==> config.mk <==
export PLATFORM = sky130hd
export DESIGN_NAME = sram_rr_arbiter_flat
export DESIGN_NICKNAME = d
export VERILOG_FILES = /design/src/rtl/sram_rr_arbiter_if.sv /design/src/rtl/sram_rr_arbiter.sv /design/src/flat_wrapper.sv
export SDC_FILE = /design/constraint.sdc
export NUM_CORES = 1
export LEC_CHECK = 0
export BUFFER_PORTS_ARGS = -buffer_cell sky130_fd_sc_hd__buf_2
export CAP_MARGIN = 20
export CORE_ASPECT_RATIO = 0.75
export CORE_MARGIN = 2
export CORE_UTILIZATION = 36
export DETAILED_ROUTE_END_ITERATION = 8
export GPL_TIMING_DRIVEN = 0
export PLACE_DENSITY = 0.85
export SETUP_SLACK_MARGIN = 0.05
export SYNTH_ARGS = -nofsm -noshare
export SYNTH_HDL_FRONTEND = slang
export SYNTH_SLANG_ARGS = --single-unit
==> constraint.sdc <==
create_clock -name clk -period 2.6 [get_ports clk]
set_clock_uncertainty 0.2 [all_clocks]
set_input_delay 0.52 -clock clk [delete_from_list [all_inputs] [get_ports clk]]
set_output_delay 0.52 -clock clk [all_outputs]
set_load 0.005 [all_outputs]
==> src/rtl/sram_rr_arbiter_if.sv <==
`default_nettype none
// ==================================================================
// sram_rr_if : one requester's request/response channel to the arbiter
// Revision 1.0
// ==================================================================
interface sram_rr_if #(
  parameter int w  = 8,
  parameter int aw = 4
) ();
  logic          valid;
  logic          ready;
  logic          we;
  logic [aw-1:0] addr;
  logic [w-1:0]  wdata;
  logic          rvalid;
  logic [w-1:0]  rdata;

  modport master (output valid, we, addr, wdata, input ready, rvalid, rdata);
  modport slave  (input valid, we, addr, wdata, output ready, rvalid, rdata);
endinterface
`default_nettype wire

==> src/rtl/sram_rr_arbiter.sv <==
`default_nettype none
// ==================================================================
// sram_rr_arbiter : clears a 1-port SRAM, then round-robins two requesters
// Revision 1.0
// ==================================================================
module sram_rr_arbiter #(
  parameter int w = 8,
  parameter int d = 16,
  localparam int aw = (d > 1) ? $clog2(d) : 1
) (
  input  wire logic          clk,
  input  wire logic          rst_n,
  sram_rr_if.slave           p0,
  sram_rr_if.slave           p1,
  output logic               mem_we,
  output logic [aw-1:0]      mem_addr,
  output logic [w-1:0]       mem_wdata,
  input  wire logic [w-1:0]  mem_rdata,
  output logic               init_done
);

  typedef enum logic [0:0] {
    ST_INIT = 1'b0,
    ST_RUN  = 1'b1
  } state_t;

  localparam logic [aw-1:0] c_last_addr = aw'(d - 1);

  state_t        r_state,      w_state_nxt;
  logic [aw-1:0] r_clr_cnt,    w_clr_cnt_nxt;
  logic          r_last_grant, w_last_grant_nxt;
  logic          r_rvalid0;
  logic          r_rvalid1;
  logic          w_gnt0;
  logic          w_gnt1;

  always_ff @(posedge clk or negedge rst_n) begin
    if (!rst_n) begin
      r_state      <= ST_INIT;
      r_clr_cnt    <= '0;
      r_last_grant <= 1'b1;
      r_rvalid0    <= 1'b0;
      r_rvalid1    <= 1'b0;
    end else begin
      r_state      <= w_state_nxt;
      r_clr_cnt    <= w_clr_cnt_nxt;
      r_last_grant <= w_last_grant_nxt;
      r_rvalid0    <= w_gnt0 & ~p0.we;
      r_rvalid1    <= w_gnt1 & ~p1.we;
    end
  end

  always_comb begin
    w_state_nxt      = r_state;
    w_clr_cnt_nxt    = r_clr_cnt;
    w_last_grant_nxt = r_last_grant;
    w_gnt0           = 1'b0;
    w_gnt1           = 1'b0;
    mem_we           = 1'b0;
    mem_addr         = '0;
    mem_wdata        = '0;

    case (r_state)
      ST_INIT: begin
        mem_we        = 1'b1;
        mem_addr      = r_clr_cnt;
        w_clr_cnt_nxt = r_clr_cnt + aw'(1);
        if (r_clr_cnt == c_last_addr) begin
          w_state_nxt   = ST_RUN;
          w_clr_cnt_nxt = '0;
        end
      end
      ST_RUN: begin
        // On contention the port that did not win last time gets the slot.
        if (p0.valid && (!p1.valid || r_last_grant)) begin
          w_gnt0 = 1'b1;
        end else if (p1.valid) begin
          w_gnt1 = 1'b1;
        end

        if (w_gnt0) begin
          mem_we           = p0.we;
          mem_addr         = p0.addr;
          mem_wdata        = p0.wdata;
          w_last_grant_nxt = 1'b0;
        end else if (w_gnt1) begin
          mem_we           = p1.we;
          mem_addr         = p1.addr;
          mem_wdata        = p1.wdata;
          w_last_grant_nxt = 1'b1;
        end
      end
      default: w_state_nxt = ST_INIT;
    endcase

    // The state register is forced to INIT during reset; keep the SRAM quiet too.
    if (!rst_n) begin
      mem_we = 1'b0;
    end
  end

  assign p0.ready  = w_gnt0;
  assign p1.ready  = w_gnt1;
  assign p0.rvalid = r_rvalid0;
  assign p1.rvalid = r_rvalid1;
  assign p0.rdata  = mem_rdata;
  assign p1.rdata  = mem_rdata;
  assign init_done = (r_state == ST_RUN);

endmodule
`default_nettype wire

==> src/flat_wrapper.sv <==
// flat-port wrapper written by rule: the top's interface ports become plain ports
module sram_rr_arbiter_flat 
#(
  parameter int w = 8,
  parameter int d = 16,
  localparam int aw = (d > 1) ? $clog2(d) : 1
)
  (clk, rst_n, mem_we, mem_addr, mem_wdata, mem_rdata, init_done, p0_valid, p0_we, p0_addr, p0_wdata, p0_ready, p0_rvalid, p0_rdata, p1_valid, p1_we, p1_addr, p1_wdata, p1_ready, p1_rvalid, p1_rdata);
  sram_rr_if #(.w(w), .aw((4))) p0_i ();
  sram_rr_if #(.w(w), .aw((4))) p1_i ();
  input  wire logic clk;
  input  wire logic rst_n;
  output logic mem_we;
  output logic [aw-1:0] mem_addr;
  output logic [w-1:0] mem_wdata;
  input  wire logic [w-1:0] mem_rdata;
  output logic init_done;
  input wire logic [$bits(p0_i.valid)-1:0] p0_valid;
  input wire logic [$bits(p0_i.we)-1:0] p0_we;
  input wire logic [$bits(p0_i.addr)-1:0] p0_addr;
  input wire logic [$bits(p0_i.wdata)-1:0] p0_wdata;
  output wire logic [$bits(p0_i.ready)-1:0] p0_ready;
  output wire logic [$bits(p0_i.rvalid)-1:0] p0_rvalid;
  output wire logic [$bits(p0_i.rdata)-1:0] p0_rdata;
  input wire logic [$bits(p1_i.valid)-1:0] p1_valid;
  input wire logic [$bits(p1_i.we)-1:0] p1_we;
  input wire logic [$bits(p1_i.addr)-1:0] p1_addr;
  input wire logic [$bits(p1_i.wdata)-1:0] p1_wdata;
  output wire logic [$bits(p1_i.ready)-1:0] p1_ready;
  output wire logic [$bits(p1_i.rvalid)-1:0] p1_rvalid;
  output wire logic [$bits(p1_i.rdata)-1:0] p1_rdata;
  assign p0_i.valid = p0_valid;
  assign p0_i.we = p0_we;
  assign p0_i.addr = p0_addr;
  assign p0_i.wdata = p0_wdata;
  assign p0_ready = p0_i.ready;
  assign p0_rvalid = p0_i.rvalid;
  assign p0_rdata = p0_i.rdata;
  assign p1_i.valid = p1_valid;
  assign p1_i.we = p1_we;
  assign p1_i.addr = p1_addr;
  assign p1_i.wdata = p1_wdata;
  assign p1_ready = p1_i.ready;
  assign p1_rvalid = p1_i.rvalid;
  assign p1_rdata = p1_i.rdata;
  sram_rr_arbiter #(.w(w), .d(d)) u_core (.clk(clk), .rst_n(rst_n), .p0(p0_i), .p1(p1_i), .mem_we(mem_we), .mem_addr(mem_addr), .mem_wdata(mem_wdata), .mem_rdata(mem_rdata), .init_done(init_done));
endmodule
### After elaboration in Yosys (flattened, before gate mapping)

Index checks and enable logic that the tools add are counted.

| storage, ports and cells | value |
|---|---|
| register bits after elaboration | 8 |
| bits of input ports | 38 |
| word-level logic and storage cells | 39 |

| cells by class | value |
|---|---|
| add/subtract/negate cells | 1 |
| equality and inequality tests | 1 |
| multiplexer cells | 22 |
| bitwise operators | 5 |
| reduce and logical (&&, ||, !) cells | 5 |

Operators by type and width:

| operator | number |
|---|---|
| 8-bit two-way mux | 3 |
| 1-bit two-way mux | 14 |
| 4-bit two-way mux | 3 |
| 4-bit one-hot mux with 2 select lines | 1 |
| 4-bit by 1-bit adder with 4-bit output (second input constant) | 1 |
| 4-bit == test (second input constant) | 1 |
| 1-bit inverter | 3 |
| 1-bit bitwise AND | 2 |
| 1-bit one-hot mux with 2 select lines | 1 |
| 2-bit AND reduction | 1 |
| 2-bit nonzero test | 1 |
| 1-bit logical AND | 1 |
| 1-bit zero test | 1 |
| 1-bit logical OR | 1 |

### Logic depth before layout (Yosys ltp)

Gate-level depths: netlist of the first run.

| logic depth | value |
|---|---|
| word-level depth | 9 |
| depth in mapped cells | 5 |
| depth with buffers taken out | 4 |

### Worst setup path after synthesis of the first run

No wires, ideal clock.

| timing path | value |
|---|---|
| path kind | input to output |
| start point | input p1_valid |
| end point | output mem_wdata[0] |
| data arrival time | 1222 ps |
| required time | 1880 ps |
| setup slack | 658 ps |
| stages | 5 |
| buffers on the path | 2 |
| cells stage by stage | nand2b_1 > and3_1 > buf_6 > buf_6 > a22o_1 |

| on the way | value |
|---|---|
| word-level cells in the longest chain between the ends | 8 |
| elaborated cells between the ends (all ways) | 11 |

RTL lines:

| element | RTL line | RTL |
|---|---|---|
| from (decl) | flat_wrapper.sv:25 | `input wire logic [$bits(p1_i.valid)-1:0] p1_valid;` |
| 1-bit zero test | sram_rr_arbiter.sv:75 | `if (p0.valid && (!p1.valid \|\| r_last_grant)) begin` |
| 1-bit logical OR | sram_rr_arbiter.sv:75 |  |
| 1-bit logical AND | sram_rr_arbiter.sv:75 |  |
| 1-bit two-way mux | sram_rr_arbiter.sv:75 |  |
| 1-bit two-way mux | sram_rr_arbiter.sv:63 | `case (r_state)` |
| 8-bit two-way mux | sram_rr_arbiter.sv:86 | `end else if (w_gnt1) begin` |
| 8-bit two-way mux (*) | sram_rr_arbiter.sv:81 | `if (w_gnt0) begin` |
| 8-bit two-way mux (*) | sram_rr_arbiter.sv:63 |  |
| to (decl) | flat_wrapper.sv:15 | `output logic [w-1:0] mem_wdata;` |

Mark *: on every way between the ends. The rest lies on a longest branch, timed or not. The select of a mux whose other input is x is not followed.

### Final worst setup path of the first run

| timing path | value |
|---|---|
| start point | register u_core.r_last_grant |
| end point | output mem_wdata[1] |

| on the way | value |
|---|---|
| word-level cells in the longest chain between the ends | 7 |
| elaborated cells between the ends (all ways) | 9 |

RTL lines:

| element | RTL line | RTL |
|---|---|---|
| from (decl) | sram_rr_arbiter.sv:31 | `logic r_last_grant, w_last_grant_nxt;` |
| from (signal assigned) | sram_rr_arbiter.sv:47 | `r_last_grant <= w_last_grant_nxt;` |
| 1-bit logical OR (*) | sram_rr_arbiter.sv:75 |  |
| 1-bit logical AND (*) | sram_rr_arbiter.sv:75 |  |
| 1-bit two-way mux | sram_rr_arbiter.sv:75 |  |
| 1-bit two-way mux | sram_rr_arbiter.sv:63 |  |
| 8-bit two-way mux | sram_rr_arbiter.sv:86 |  |
| 8-bit two-way mux (*) | sram_rr_arbiter.sv:81 |  |
| 8-bit two-way mux (*) | sram_rr_arbiter.sv:63 |  |

Marked as above.

==> run summary, run 1 <==
Post-Synth Adder-Cell Area - 1.95%
Power Dens Cells - 355 mW/mm^2
Setup crit start kind - flop
Yosys reg bits - 8
Layout cells sized above 1 - 65.4%
RD Place Congestion - 0.697
Synth Net Count - 107
Max Cap Viol - 0
Largest family of logic cells by synthesized area - buffers and inverters
Die width - 52.8 microns
Largest net degree at the start of global routing - 11
Clock sinks - 8
Syn Inst Count - 68
DR top layer - met3
Final period util - 90.6%
Grt ovf - 0
Critical path data arrival time - 1.64 ns
Crit Reg-Reg Endpoint - u_core.p1.rvalid$_DFF_PN0_
Number of global-route vias before repair - 522
Place WS - 0.387 ns
RSZ-0062 raised after global routing - no
Clk buf depth - 2
Mux contribution to synthesized area - 1.75%
Setup violations, final - 0
Top-count cell post-synth - buf_4
Clock Tree Root - clkbuf_4
Fmax - 425 MHz
Row cnt - 13
Synth Flop Type - dfrtp_1
Final net count - 176
Core area - 0.00171 sq mm
CP Class - flop to output port
Count of final hold-check violations - 0
Count of different cell masters after synthesis - 24
Routed via count - 700
Met3 WL - 109 microns
Largest area contributor in the netlist - dfrtp_1
Cell area after synthesis - 643 sq um
Post-synthesis simple-gate area fraction - 12.1%
Most frequent cells after synthesis - buf_4 (17), a22o_1 (8), dfrtp_1 (7)
Synth warnings - 0
Hold_sp - p0_we
Post-Synth XOR/XNOR Area - 1.36%
Type of the worst min-delay path - input port to flop
DRT antenna net count - 0
R2R Setup Slk - 1.07 ns
Worst supply voltage drop on vdd - 0.209 mV
Register-to-Register Path Depth - 5
Worst-path fanout max - 10
Initial Utilization - 37.7%
I/O Pins - 72
DR pass1 iterations - 2
Worst hold path endpoint - u_core.p0.rvalid$_DFF_PN0_
PortBufs - 63
GRT Resource Usage Total - 14.2%
Final wirelength - 1710 microns
1st-iter DRT viols - 7
Worst EP required - 1.88 ns
Compound-Gate Fraction of Synth Area - 24.9%
Post-synthesis sequential area ratio - 31.3%
Met1 wire length - 696 microns
Leak - 0.614 nW
Top cells by area, synth - dfrtp_1 (27%), buf_4 (20%), a22o_1 (11%)
Slew HR - 87.1%
Postcts setup bufs - 0
WL met2 - 904 microns
Die Y-Extent - 40.6 microns
CTS tree - done
Crit path time final - 2.36 ns
Slew @ Worst Pin - 0.193 ns
Clock Latency Late Sink - 0.25 ns
Antenna cells - 0
WHS Path Cells - 2
Post-detail-place hpwl - 1450 microns
Finished Layout Cells - 158
Drc violations - 0
WL/cell - 10.8 microns
Layout area overhead - 58.9%
Total negative slack - 0 ns
H-tree levels - 1
Ys async rst share - 100%
CTS clk-pin slew, worst paths - 0.05 ns
Initial antenna violation count - 0
Number of synthesized flops with an enable pin - 0
Mapped Avg Cell Area - 9.46 sq um
Top cell type's share of synthesized area - 27.2%
Reg-to-reg startpoint - u_core.r_last_grant$_DFFE_PN1P_
Vias per cell - 4.43
First-pass GRT wire length - 2100 microns
Status - finished, final reports clean
Die area - 0.00214 sq mm
Post-route worst setup slack - 0.244 ns
Num CTS Buffers - 3
Placed cells - 153
Worst hold slack - 0.244 ns
Fin. max-slew vios - 0
CP Capture Type - output port
worst max-delay path by stage:
stage	start	slack [ns]	endpoint	depth (start not counted)
CTS	u_core.r_last_grant$_DFFE_PN1P_	0.24	mem_wdata[1]	6
global placement	p1_valid	0.42	mem_wdata[1]	7
global route	rst_n	0.13	mem_we	5
floorplan	p1_valid	0.66	mem_wdata[0]	5
finish	u_core.r_last_grant$_DFFE_PN1P_	0.24	mem_wdata[1]	6
detailed placement	p1_valid	0.39	mem_wdata[1]	7
kinds of logic after synthesis:
family,count (synthesis)
AOI/OAI and AO/OA,19
xor gates and xnor gates,1
adders and majority gates,1
buffers and inverters,24
DFF,8
muxes,1
and+or+nand+nor,14
critical path: stages, from the launching register on:
cell and delay [ns]:
dfstp_2 0.53, nand2_1 0.06, and3_1 0.17, buf_2 0.15, buf_4 0.17, a22o_1 0.18
buf_2 0.12
layout make-up:
class | instances | area [sq um]
plain buffers | 21 | 160
clock buffers | 4 | 26.3
fillers | 158 | 686
inverters | 3 | 11.3
multi-input cells | 36 | 270
flip-flops and latches | 8 | 201
well taps | 22 | 27.5
repair buffers | 64 | 325
layout by cell type (no fill, tap or decap), types with 2 or more instances in the layout:
| cell type | netlist | layout |
|---|---|---|
| buf_4 | 17 | 17 |
| nand2_1 | 2 | 2 |
| dfrtp_1 | 7 | 7 |
| inv_1 | 3 | 3 |
| nand2b_1 | 2 | 2 |
| buf_6 | 2 | 2 |
| nor2b_1 | 5 | 5 |
| buf_2 | 2 | 65 |
| a221o_1 | 4 | 4 |
| and3_1 | 2 | 2 |
| nand3_1 | 2 | 2 |
| clkbuf_4 | 0 | 3 |
| a22o_1 | 8 | 8 |
through the flow:
step           power, W  cell area [sq um]  util [%]
2_1_floorplan  0.000203                643         -
3_3_place_gp   0.000263                986      57.7
3_5_place_dp   0.000267                986      57.7
4_1_cts        0.000370               1020      59.9
5_1_grt        0.000393               1020      59.9
6_report       0.000363               1020      59.9
where the power goes:
group           total, W  internal [W]  switching [W]  leakage (nW)
clock network  0.0000984     0.0000585      0.0000399        0.0150
logic           0.000133     0.0000830      0.0000497         0.497
registers       0.000132      0.000130     0.00000184         0.102
total           0.000363      0.000272      0.0000914         0.614
timing repair:
item                      CTS  global route
hold buffers                1             0
hold endpoints to repair    7             0
gates resized for setup     0             0
routing by layer:
metal / up-vias / global-route usage (%)
met3: 0 / 5.97
met5: - / 0
met4: 0 / 7.05
met1: 310 / 15.6
li1: 365 / -
met2: 25 / 24.1
state kept, by name (all words and copies together), names as in the netlist:
| signal | flops |
|---|---|
| u_core.r_clr_cnt | 4 |
| u_core.init_done | 1 |
| u_core.p0.rvalid | 1 |
| u_core.p1.rvalid | 1 |
| u_core.r_last_grant | 1 |
Note: power is estimated with default switching activity, not from simulation.
==> run 2, diff against run 1 <==
Settings changed: CORE_UTILIZATION 36 to 33, PLACE_DENSITY 0.85 to 0.78, REMOVE_ABC_BUFFERS set to 1.
Clock period 2.6 ns to 2.5 ns, I/O delays scaled along.
==> run summary, run 2 (synthesized netlist as in run 1, its figures left out) <==
WL met2 - 772 microns (-15%)
Antenna cells - 0 (unchanged)
Crit path cell chain - dlygate4sd3_1 -> buf_2 -> inv_1 -> a31oi_1 -> buf_2
R2R Setup Slk - 1.07 ns (about the same)
First-pass GRT wire length - 2350 microns (+12%)
Vias per cell - 4.94 (+12%)
Worst EP required - 1.80 ns (-0.08 ns)
Switch share - 26.6% (+1.4 points)
Number of global-route vias before repair - 551 (+5.6%)
P_sw - 0.0000911 W (-0.25%)
DR top layer - met3
Type of the worst min-delay path - input port to flop
Clk pwr share - 32.0% (+4.9 points)
Reg with most FFs - u_core.r_clr_cnt
PortBufs - 47 (-25%)
I/O Pins - 72 (unchanged)
Max Cap Viol - 0 (unchanged)
H-tree levels - 1 (unchanged)
CTS clk-pin slew, worst paths - 0.06 ns (about the same)
Clock Tree Root - clkbuf_4
CTS tree - done
Critical path launch point - rst_n
Met1 wire length - 589 microns (-15%)
Count of final hold-check violations - 0 (unchanged)
Cell internal pwr - 0.000252 W (-7.4%)
Fmax - 435 MHz
Power Dens Cells - 437 mW/mm^2 (+23%)
Setup crit start kind - input port
Status - finished, final reports clean
Final net count - 139 (-21%)
Initial antenna violation count - 0 (unchanged)
Reg-to-reg startpoint - u_core.r_last_grant$_DFFE_PN1P_
FF/Latch Area - 201 sq um (unchanged)
GRT Resource Usage Total - 13.9% (-0.30 points)
CP bufs+invs - 4 (+1)
Largest net degree at the start of global routing - 16 (+5)
Grt ovf - 0 (unchanged)
Layout area overhead - 22.0%
Slew @ Worst Pin - 0.333 ns (+0.140 ns)
DRT antenna net count - 0 (unchanged)
Final period util - 92.1%
Num CTS Buffers - 3 (unchanged)
Core area - 0.00179 sq mm (+4.8%)
Die area - 0.00232 sq mm (+8.3%)
Sequential share of power - 40.0% (+3.6 points)
Crit path time final - 2.30 ns
Worst hold slack - 0.200 ns (-0.0447 ns)
Clock sinks - 8 (unchanged)
Fillers - 194 (+23%)
Multi-input gate area in the final layout - 273 sq um (+0.93%)
Overall power - 0.000343 W (-5.6%)
Post-route worst setup slack - 0.199 ns (-0.0456 ns)
Worst supply voltage drop on vdd - 0.324 mV (+55%)
WL/cell - 13.0 microns (+20%)
Final core occ - 43.8% (-16 points)
1st-iter DRT viols - 6 (-1)
RD Place Congestion - 0.676 (-3.0%)
Clock Latency Late Sink - 0.26 ns (about the same)
Most frequent cells in the layout - buf_2 (47), a22o_1 (8), dfrtp_1 (7)
Crit path max-delay cell type - dlygate4sd3_1
Total negative slack - 0 ns (unchanged)
Die Y-Extent - 42.2 microns (+4.0%)
Postcts setup bufs - 0 (unchanged)
Commonest non-fill, non-tap cell in the layout - buf_2
Die width - 55.0 microns (+4.1%)
RSZ-0062 raised after global routing - no
Worst-path fanout max - 9 (-1)
CP Capture Type - output port
Drc violations - 0 (unchanged)
Critical path data arrival time - 1.60 ns (-0.04 ns)
Clk buf depth - 2 (unchanged)
Final wirelength - 1580 microns (-7.7%)
Worst path max stage delay - 0.52 ns (about the same)
DR pass1 iterations - 3 (+1)
Max FFs per register - 4 (unchanged)
CP Class - input port to output port
Row cnt - 13 (unchanged)
Setup violations, final - 0 (unchanged)
CP dominant cell by count - buf_2
Layout cells sized above 1 - 54.5% (-11 points)
Initial Utilization - 35.9% (-1.7 points)
Share of power burned in combinational logic - 28.0% (-8.5 points)
Met3 WL - 216 microns (+98%)
Slew HR - 77.8% (-9.3 points)
Leak - 0.450 nW (-27%)
Top delay family on crit path - buffers and inverters
Routed via count - 598 (-15%)
Fin. max-slew vios - 0 (unchanged)
Place WS - 0.248 ns (-0.139 ns)
Post-detail-place hpwl - 1270 microns (-13%)
Hold_sp - p1_we
run 2: cell count changes in the layout (fill, tap and decap cells not counted), sizes merged:
cell	change
buf	-37
run 2: power by group through the flow:
| stage | Combinational (W) | Sequential, W | Clock, W |
|---|---|---|---|
| 3_3_place_gp | 0.0000935 | 0.000139 | 0 |
| 3_5_place_dp | 0.0000960 | 0.000139 | 0 |
| 6_report | 0.0000959 | 0.000137 | 0.000110 |
| 2_1_floorplan | 0.0000412 | 0.000140 | 0 |
| 4_1_cts | 0.0000975 | 0.000137 | 0.000115 |
| 5_1_grt | 0.000107 | 0.000138 | 0.000127 |
run 2: metrics by stage:
stage | instance area (sq um) | std cells
6_report | 785 | 121
2_1_floorplan | 483 | 47
3_5_place_dp | 746 | 116
3_3_place_gp | 746 | 116
5_1_grt | 785 | 121
4_1_cts | 783 | 121
run 2: cell type report:
class | instances | share of cell area [%]
Multi-Input combinational cell | 36 | 34.8
Clock buffer | 4 | 3.35
Tap cell | 22 | 3.51
Timing Repair Buffer | 48 | 31.3
Sequential cell | 8 | 25.7
Inverter | 3 | 1.44
run 2: path summary, 6_finish.rpt:
path                                              endpoint  cells after the start
max in group asynchronous  u_core.r_last_grant$_DFFE_PN1P_                      2
min reg2reg                u_core.r_last_grant$_DFFE_PN1P_                      2
min in group asynchronous       u_core.init_done$_DFF_PN0_                      2
max                                                 mem_we                      5
min                             u_core.p1.rvalid$_DFF_PN0_                      2
max reg2reg                     u_core.p0.rvalid$_DFF_PN0_                      3
run 2: layer usage:
layer,vias to the layer above,global-route usage (%)
met3,0,12.5
met2,40,22.4
met1,270,13.5
li1,288,-
met4,0,1.46
met5,-,0
run 2: what timing repair did:
action | 4_1_cts | 5_1_grt
endpoints found under the setup margin | 1 | 12
hold endpoints to repair | 7 | 0
resized for setup | 1 | 1
hold buffers | 1 | 0
